$ cat config.mk
export PLATFORM = sky130hd
export DESIGN_NAME = ps2_move_decoder
export DESIGN_NICKNAME = d
export VERILOG_FILES = /design/src/rtl/tetris_input_pkg.sv /design/src/rtl/ps2_frame_rx.sv /design/src/rtl/ps2_move_decoder.sv
export SDC_FILE = /design/constraint.sdc
export NUM_CORES = 1
export LEC_CHECK = 0
export CAP_MARGIN = 25
export CORE_MARGIN = 10
export CORE_UTILIZATION = 45
export CTS_BUF_LIST = sky130_fd_sc_hd__clkbuf_16
export CTS_CLUSTER_SIZE = 12
export DETAILED_ROUTE_END_ITERATION = 6
export GPL_TIMING_DRIVEN = 0
export PLACE_DENSITY = 0.73
export SLEW_MARGIN = 30
export SYNTH_ARGS = -nofsm -noshare
export SYNTH_HDL_FRONTEND = slang
export SYNTH_SLANG_ARGS = --single-unit
$ cat constraint.sdc
create_clock -name CLOCK_50 -period 3.4 [get_ports CLOCK_50]
set_input_delay 0.68 -clock CLOCK_50 [delete_from_list [all_inputs] [get_ports CLOCK_50]]
set_output_delay 0.68 -clock CLOCK_50 [all_outputs]
set_load 0.02 [all_outputs]
$ cat src/rtl/tetris_input_pkg.sv
// Shared definitions for the PS/2 keyboard input path: scan codes, the
// frame-receiver state encoding and the frame parity check.
package tetris_input_pkg;

    localparam logic [7:0] SC_EXT   = 8'hE0;
    localparam logic [7:0] SC_BRK   = 8'hF0;
    localparam logic [7:0] SC_LEFT  = 8'h6B;
    localparam logic [7:0] SC_RIGHT = 8'h74;
    localparam logic [7:0] SC_UP    = 8'h75;
    localparam logic [7:0] SC_DOWN  = 8'h72;
    localparam logic [7:0] SC_SPACE = 8'h29;

    // Move vector bit positions: {left, right, rotate, soft_drop, hard_drop}
    localparam logic [4:0] MV_NONE  = 5'b00000;
    localparam logic [4:0] MV_LEFT  = 5'b10000;
    localparam logic [4:0] MV_RIGHT = 5'b01000;
    localparam logic [4:0] MV_ROT   = 5'b00100;
    localparam logic [4:0] MV_SOFT  = 5'b00010;
    localparam logic [4:0] MV_HARD  = 5'b00001;

    typedef enum logic [1:0] {
        ST_IDLE   = 2'd0,
        ST_DATA   = 2'd1,
        ST_PARITY = 2'd2,
        ST_STOP   = 2'd3
    } frame_state_e;

    function automatic logic odd_parity_ok(input logic [7:0] data, input logic par);
        return ^{data, par};
    endfunction

endpackage

$ cat src/rtl/ps2_frame_rx.sv
// PS/2 device-to-host frame receiver: pin synchronizers, clock glitch filter,
// 11-bit frame FSM with parity/stop validation and a mid-frame timeout.
module ps2_frame_rx
    import tetris_input_pkg::*;
#(
    parameter int unsigned FILTER_LEN     = 8,
    parameter int unsigned TIMEOUT_CYCLES = 50000
) (
    input  logic       clk,
    input  logic       rst,
    input  logic       ps2_clk,
    input  logic       ps2_dat,
    output logic       byte_valid,
    output logic [7:0] byte_data,
    output logic       frame_err
);

    localparam int unsigned     TMO_W     = $clog2(TIMEOUT_CYCLES + 1);
    localparam logic [7:0]      FILT_LAST = 8'(FILTER_LEN - 1);
    localparam logic [TMO_W-1:0] TMO_LAST = TMO_W'(TIMEOUT_CYCLES - 1);
    localparam logic [TMO_W-1:0] TMO_ONE  = TMO_W'(1);
    localparam logic [TMO_W-1:0] TMO_ZERO = TMO_W'(0);

    logic             clk_meta_r, clk_sync_r, dat_meta_r, dat_sync_r;
    logic             filt_clk_r, fall_r;
    logic [7:0]       filt_cnt_r;
    frame_state_e     state_r, state_next_s;
    logic [7:0]       shift_r, byte_data_r;
    logic [2:0]       bit_cnt_r;
    logic             par_r, byte_valid_r, frame_err_r;
    logic [TMO_W-1:0] tmo_cnt_r;
    logic             timeout_s, good_s, bad_s;

    // Two-flop synchronizers, idle-high like the bus
    always_ff @(posedge clk or posedge rst) begin
        if (rst) begin
            clk_meta_r <= 1'b1;
            clk_sync_r <= 1'b1;
            dat_meta_r <= 1'b1;
            dat_sync_r <= 1'b1;
        end else begin
            clk_meta_r <= ps2_clk;
            clk_sync_r <= clk_meta_r;
            dat_meta_r <= ps2_dat;
            dat_sync_r <= dat_meta_r;
        end
    end

    // Glitch filter: follow the bus clock only after FILTER_LEN differing samples
    always_ff @(posedge clk or posedge rst) begin
        if (rst) begin
            filt_clk_r <= 1'b1;
            filt_cnt_r <= 8'd0;
            fall_r     <= 1'b0;
        end else if (clk_sync_r != filt_clk_r) begin
            if (filt_cnt_r == FILT_LAST) begin
                filt_clk_r <= clk_sync_r;
                filt_cnt_r <= 8'd0;
                fall_r     <= ~clk_sync_r;
            end else begin
                filt_cnt_r <= filt_cnt_r + 8'd1;
                fall_r     <= 1'b0;
            end
        end else begin
            filt_cnt_r <= 8'd0;
            fall_r     <= 1'b0;
        end
    end

    assign timeout_s = (state_r != ST_IDLE) && !fall_r && (tmo_cnt_r == TMO_LAST);

    // Frame state register
    always_ff @(posedge clk or posedge rst) begin
        if (rst) begin
            state_r <= ST_IDLE;
        end else begin
            state_r <= state_next_s;
        end
    end

    // Frame next-state logic; a bad start bit simply leaves the FSM idle
    always_comb begin
        state_next_s = state_r;
        if (timeout_s) begin
            state_next_s = ST_IDLE;
        end else if (fall_r) begin
            case (state_r)
                ST_IDLE:   state_next_s = dat_sync_r ? ST_IDLE : ST_DATA;
                ST_DATA:   state_next_s = (bit_cnt_r == 3'd7) ? ST_PARITY : ST_DATA;
                ST_PARITY: state_next_s = ST_STOP;
                ST_STOP:   state_next_s = ST_IDLE;
                default:   state_next_s = ST_IDLE;
            endcase
        end else begin
            state_next_s = state_r;
        end
    end

    // Frame verdict on the stop-bit edge or on timeout
    always_comb begin
        good_s = 1'b0;
        bad_s  = 1'b0;
        if (timeout_s) begin
            bad_s = 1'b1;
        end else if (fall_r && (state_r == ST_STOP)) begin
            good_s = dat_sync_r && odd_parity_ok(shift_r, par_r);
            bad_s  = !(dat_sync_r && odd_parity_ok(shift_r, par_r));
        end else begin
            good_s = 1'b0;
            bad_s  = 1'b0;
        end
    end

    // Bit capture and registered frame results
    always_ff @(posedge clk or posedge rst) begin
        if (rst) begin
            shift_r      <= 8'd0;
            bit_cnt_r    <= 3'd0;
            par_r        <= 1'b0;
            byte_data_r  <= 8'd0;
            byte_valid_r <= 1'b0;
            frame_err_r  <= 1'b0;
        end else begin
            byte_valid_r <= good_s;
            frame_err_r  <= bad_s;
            if (good_s) begin
                byte_data_r <= shift_r;
            end
            if (fall_r) begin
                case (state_r)
                    ST_IDLE:   bit_cnt_r <= 3'd0;
                    ST_DATA: begin
                        shift_r   <= {dat_sync_r, shift_r[7:1]};
                        bit_cnt_r <= bit_cnt_r + 3'd1;
                    end
                    ST_PARITY: par_r <= dat_sync_r;
                    default:   bit_cnt_r <= bit_cnt_r;
                endcase
            end
        end
    end

    // Mid-frame inactivity counter, restarted by every consumed clock fall
    always_ff @(posedge clk or posedge rst) begin
        if (rst) begin
            tmo_cnt_r <= TMO_ZERO;
        end else if (fall_r || timeout_s || (state_r == ST_IDLE)) begin
            tmo_cnt_r <= TMO_ZERO;
        end else begin
            tmo_cnt_r <= tmo_cnt_r + TMO_ONE;
        end
    end

    assign byte_valid = byte_valid_r;
    assign byte_data  = byte_data_r;
    assign frame_err  = frame_err_r;

endmodule

$ cat src/rtl/ps2_move_decoder.sv
// PS/2 keyboard to Tetris move strobes: frame receiver plus E0/F0 prefix
// decoder producing one-cycle move pulses.
module ps2_move_decoder
    import tetris_input_pkg::*;
#(
    parameter int unsigned FILTER_LEN     = 8,
    parameter int unsigned TIMEOUT_CYCLES = 50000
) (
    input  logic       CLOCK_50,
    input  logic       reset,
    input  logic       PS2_CLK,
    input  logic       PS2_DAT,
    output logic       byte_valid,
    output logic [7:0] byte_data,
    output logic       frame_err,
    output logic       move_left,
    output logic       move_right,
    output logic       rotate,
    output logic       soft_drop,
    output logic       hard_drop
);

    logic       rx_valid_s, rx_err_s;
    logic [7:0] rx_byte_s;
    logic       ext_r, brk_r;
    logic [4:0] move_s, move_r;

    ps2_frame_rx #(
        .FILTER_LEN     (FILTER_LEN),
        .TIMEOUT_CYCLES (TIMEOUT_CYCLES)
    ) u_rx (
        .clk        (CLOCK_50),
        .rst        (reset),
        .ps2_clk    (PS2_CLK),
        .ps2_dat    (PS2_DAT),
        .byte_valid (rx_valid_s),
        .byte_data  (rx_byte_s),
        .frame_err  (rx_err_s)
    );

    // Prefix flags: any final byte or a bad frame ends the current sequence
    always_ff @(posedge CLOCK_50 or posedge reset) begin
        if (reset) begin
            ext_r <= 1'b0;
            brk_r <= 1'b0;
        end else if (rx_err_s) begin
            ext_r <= 1'b0;
            brk_r <= 1'b0;
        end else if (rx_valid_s) begin
            case (rx_byte_s)
                SC_EXT: ext_r <= 1'b1;
                SC_BRK: brk_r <= 1'b1;
                default: begin
                    ext_r <= 1'b0;
                    brk_r <= 1'b0;
                end
            endcase
        end
    end

    // Make-code lookup; the extended flag must match for a code to count
    always_comb begin
        move_s = MV_NONE;
        if (rx_valid_s && !brk_r) begin
            case ({ext_r, rx_byte_s})
                {1'b1, SC_LEFT}:  move_s = MV_LEFT;
                {1'b1, SC_RIGHT}: move_s = MV_RIGHT;
                {1'b1, SC_UP}:    move_s = MV_ROT;
                {1'b1, SC_DOWN}:  move_s = MV_SOFT;
                {1'b0, SC_SPACE}: move_s = MV_HARD;
                default:          move_s = MV_NONE;
            endcase
        end else begin
            move_s = MV_NONE;
        end
    end

    // Registered move strobes
    always_ff @(posedge CLOCK_50 or posedge reset) begin
        if (reset) begin
            move_r <= MV_NONE;
        end else begin
            move_r <= move_s;
        end
    end

    assign byte_valid = rx_valid_s;
    assign byte_data  = rx_byte_s;
    assign frame_err  = rx_err_s;
    assign move_left  = move_r[4];
    assign move_right = move_r[3];
    assign rotate     = move_r[2];
    assign soft_drop  = move_r[1];
    assign hard_drop  = move_r[0];

endmodule

Word level (Yosys, flattened, before mapping)
Index checks and enable logic that the tools add are counted.
Storage, ports and cells
  register bits after elaboration: 61
  output and inout bits: 15
  word-level logic and storage cells: 83
Cells by class
  add/subtract/negate cells: 3
  equal/unequal tests: 16
  mux-type cells: 23
  bitwise logic cells: 1
  reduce and logical (&&, ||, !) cells: 22
Operator list (count)
  9-bit == test, second input constant: 4
  5-bit case mux with 5 select lines: 1
  16-bit by 1-bit adder with 16-bit output, second input constant: 1
  16-bit == test, second input constant: 1
  8-bit == test, second input constant: 2
  16-bit 2-to-1 mux: 1
  8-bit 2-to-1 mux: 2
  2-bit AND reduction: 6
  1-bit 2-to-1 mux: 11
  9-bit by 6-bit == test with 1-bit output, second input constant: 1
  9-bit parity: 1
  8-bit by 1-bit adder with 8-bit output, second input constant: 1
  8-bit by 3-bit == test with 1-bit output, second input constant: 1
  2-bit case mux with 4 select lines: 1
  2-bit nonzero test: 4
  2-bit 2-to-1 mux: 3
  3-bit case mux with 2 select lines: 1
  1-bit logical AND: 5
  5-bit 2-to-1 mux: 1
  2-bit == test, second input constant: 2
  2-bit by 1-bit inequality test with 1-bit output, second input constant: 2
  1-bit case mux with 2 select lines: 2
  3-bit by 1-bit adder with 3-bit output, second input constant: 1
  3-bit == test, second input constant: 1
  6 further kinds: 9

Longest topological paths before layout
  depth after elaboration: 6
  gate-level depth with buffers: 6
  gate-level depth less buffers: 6

Hierarchy
From an unflattened synthesis, not the netlist that was laid out.
Unflattened totals
  cells, all modules: 245
  area, all modules: 2805.2 um^2
Modules (own cells, without submodules)
  ps2_frame_rx: times used 1, cells each 215, area an instance 2476.1 um^2, seq. area each 1357.6 um^2
  ps2_move_decoder: times used 1, cells each 30, area an instance 329.1 um^2, seq. area each 175.2 um^2

Worst setup path before layout
Ideal clock, no wire load.
  path kind: reg2reg
  from: register u_rx.shift_r[6]
  to: register u_rx.byte_data_r[0], in the netlist u_rx.byte_data[0]
  setup time: 0.125 ns
  arrival time: 1.684 ns
  data required time: 3.275 ns
  setup slack: 1.591 ns
  cell stages (with the launch flop): 5
  buffers on the path: 0
  period minus slack after synthesis: 1.809 ns
  path through: dfrtp_1 > xor2_1 > xnor3_2 > mux2i_4 > mux2_2
On the way
  longest elaborated chain between the ends: 4
Ends and longest elaborated chain
  from (decl): RTL line ps2_frame_rx.sv:28  | logic [7:0] shift_r, byte_data_r;
  from (signal assigned): RTL line ps2_frame_rx.sv:133  | shift_r <= {dat_sync_r, shift_r[7:1]};
  9-bit parity: RTL line tetris_input_pkg.sv:29  | return ^{data, par};
  1-bit logical AND: RTL line ps2_frame_rx.sv:106  | good_s = dat_sync_r && odd_parity_ok(shift_r, par_r);
  1-bit 2-to-1 mux: RTL line ps2_frame_rx.sv:105  | end else if (fall_r && (state_r == ST_STOP)) begin
  1-bit 2-to-1 mux: RTL line ps2_frame_rx.sv:103  | if (timeout_s) begin
  to (signal assigned): RTL line ps2_frame_rx.sv:127  | byte_data_r <= shift_r;
  to (decl): RTL line ps2_frame_rx.sv:28
No other way between the ends.
A chain may end at the register's enable or synchronous reset.

Worst setup path in the final report
  from: register u_rx.byte_data_r[4], in the netlist u_rx.byte_data[4]
  to: output byte_data[4]
RTL lines
  to (decl): RTL line ps2_move_decoder.sv:14  | output logic [7:0] byte_data,
No word-level cell between the ends.

==> results.json <==
{
  "async_flop_share_pct": 100,
  "min_period_over_period_pct": 62.3,
  "rr_worst_depth": 5,
  "r2r_slack_ps": 1390,
  "max_cap_viol_count": 0,
  "synth-xor-area-share_pct": 8.74,
  "synthMuxAreaShare_pct": 7.37,
  "yosysSeqAreaShare_pct": 55.8,
  "drive_gt1_share_pct": 15.9,
  "cts_resized": 0,
  "cp_top_family": "buffers and inverters",
  "grt_max_degree": 53,
  "cts_hold_buf": 0,
  "pwr_density_cell_mw_per_mm2": 504,
  "synth_fa_ha_area_share_pct": 1.82,
  "root_buffer": "clkbuf_16",
  "run_status": "finished, final reports clean",
  "hold_viol": 0,
  "critPathKind": "reg2out",
  "yosysWarningCount": 0,
  "cpMaxStageDelayCell": "clkdlybuf4s50_1",
  "clk_latency_ps": 330,
  "grt_pass1_wl_mm": 8.53,
  "detail_route.wirelength_mm": 4.81,
  "slew_headroom_pct": 69.0,
  "cts_buffers": 9,
  "period_minus_slack_ps": 2120,
  "wire_per_inst_um": 13.7,
  "dp_slack_ps": 1390,
  "r2r_end": "u_rx.tmo_cnt_r[9]",
  "ys_seq_elements": 61,
  "synth_fp_nets": 250,
  "via_count": 1866,
  "synthSimpleGateAreaFrac_pct": 19.8,
  "cts_buffer_depth": 2,
  "place_congestion": 0.762,
  "path_buf_inv": 1,
  "fmax_mhz": 472,
  "rows": 28,
  "synth_flop_cell": "dfrtp_1",
  "syn2layout_area_growth_pct": 21.3,
  "cts.sinks": 61,
  "hold_path.class": "reg2reg",
  "tightestPinTransition_ps": 464,
  "antenna_cells": 0,
  "post-route-util_pct": 56.3,
  "synthTopCellsByArea": "dfrtp_1 (51%), mux2_2 (6.6%), dfstp_2 (4.8%)",
  "synthTopCellsByCount": "dfrtp_1 (56), nor2_1 (32), mux2_2 (16)",
  "crit_fanout": 7,
  "finalSetupViolCount": 0,
  "setup_tns_ps": 0,
  "synth_largest_area_cell": "dfrtp_1",
  "io_pins": 19,
  "grt_pass1_vias": 1907,
  "p_leak_nw": 1.51,
  "avgSynthCellArea_um2": 11.4,
  "rsz0062_at_grt": "no",
  "place_hpwl_mm": 3.37,
  "netlist.area_leader.share_pct": 51.0,
  "regToRegStartpoint": "u_rx.tmo_cnt_r[7]",
  "core_mm2": 0.00592,
  "critPathArrivalTime_ps": 1440,
  "grt_use_total_pct": 10.6,
  "netlist_area_mm2": 0.00275,
  "post_cts_buffers": 0,
  "initial_core_util_pct": 46.4,
  "slowest_delay_ps": 650,
  "chipWidth_um": 98.2,
  "synthCells": 242,
  "nFillCells": 488,
  "synth_cell_type_count": 40,
  "post-synth-top-count-cell": "dfrtp_1",
  "slew_viol_final": 0,
  "grt_antenna_before_repair": 0,
  "h-tree-depth": 3,
  "worst-endpoint-required_ps": 2720,
  "overflow": 0,
  "path_clk_slew_ps": 60,
  "synth-edff-count": 0,
  "viasPerCell": 5.30,
  "die_h_um": 98.2,
  "end_kind": "output port",
  "place.port_buffers": 18,
  "multiInputGateArea_mm2": 0.00116,
  "drt_iter0_drc": 49,
  "dieArea_mm2": 0.00963,
  "holdPathEnd": "u_rx.clk_sync_r",
  "ant_nets": 0,
  "ir_drop_mv": 0.259,
  "critical_path.cell_chain": "clkdlybuf4s50_1",
  "synth_top_family_by_area": "simple AND/OR/NAND/NOR gates",
  "hold_path.startpoint": "u_rx.clk_meta_r",
  "seqCellArea_mm2": 0.00153,
  "finClkSkew_ps": 9.25,
  "cts_tree": "built",
  "synth_compound_area_share_pct": 4.51,
  "fin_ws_ps": 1280,
  "post-route-drc-count": 0,
  "dr.pass1.iters": 4,
  "holdPathStages": 0,
  "cp-start-kind": "register",
  "final_nets": 280
}
==> per-layer routing <==
metal	wire, um	global-route usage [%]	up-vias
li1	-	-	911
met5	0	0	-
met1	2230	12.1	911
met2	2230	16.6	35
met4	94	6.62	0
met3	252	3.45	9
==> cells in the final DEF (no fill, tap or decap), types with 8 or more instances in the layout <==
cell | Yosys | final
clkdlybuf4s50_1 | 0 | 18
xor2_1 | 15 | 15
nand3_1 | 14 | 14
nand2_1 | 15 | 15
dfrtp_1 | 56 | 56
inv_1 | 9 | 8
clkbuf_16 | 0 | 9
o21ai_0 | 12 | 12
nor2_1 | 32 | 32
mux2_2 | 16 | 16
==> state kept, by name, indices dropped and copies added (netlist names) <==
name / cells
brk_r: 1
ext_r: 1
move_r: 5
u_rx.bit_cnt_r: 3
u_rx.byte_data: 8
u_rx.byte_valid: 1
u_rx.clk_meta_r: 1
u_rx.clk_sync_r: 1
u_rx.dat_meta_r: 1
u_rx.dat_sync_r: 1
u_rx.fall_r: 1
u_rx.filt_clk_r: 1
u_rx.filt_cnt_r: 8
u_rx.frame_err: 1
u_rx.par_r: 1
u_rx.shift_r: 8
u_rx.state_r: 2
u_rx.tmo_cnt_r: 16
==> logic make-up after synthesis <==
family,count (synthesis)
simple gates,100
flops,61
xor+xnor,24
compound gates,22
mux,17
buf+inv,14
fa+ha+maj,4
==> stage by stage <==
stage | power (mW) | area, um^2 | instances | hold WS [ps]
after global routing | 1.75 | 3340 | 352 | 357
after global placement | 0.852 | 3020 | 335 | 346
final | 1.68 | 3340 | 352 | 354
after detailed placement | 0.858 | 3050 | 336 | 347
after CTS | 1.70 | 3340 | 352 | 355
after floorplan | 0.832 | 2750 | 242 | 345
==> area by class of cell <==
type | instances | share of cell area (%)
inverters | 9 | 1.09
multi-input cells | 167 | 34.8
repair buffers | 19 | 6.23
clock buffers | 9 | 6.75
well taps | 75 | 2.81
clock inverters | 7 | 1.73
plain buffers | 5 | 0.675
flip-flops and latches | 61 | 45.9
==> worst max path at each step <==
stage	from	endpoint	slack (ps)	depth (start not counted)
CTS	u_rx.byte_data[4]	byte_data[4]	1260	1
global placement	reset	u_rx.tmo_cnt_r[11]	180	2
floorplan	reset	brk_r	1220	1
global route	u_rx.byte_data[4]	byte_data[4]	1220	1
finish	u_rx.byte_data[4]	byte_data[4]	1280	1
detailed placement	u_rx.tmo_cnt_r[7]	u_rx.tmo_cnt_r[9]	1390	5
==> power breakdown <==
part	internal [mW]	switching (mW)
combinational	0.0280	0.0430
sequential	0.754	0.0197
clock	0.499	0.338
No activity file was read; power rests on OpenSTA's default activity.
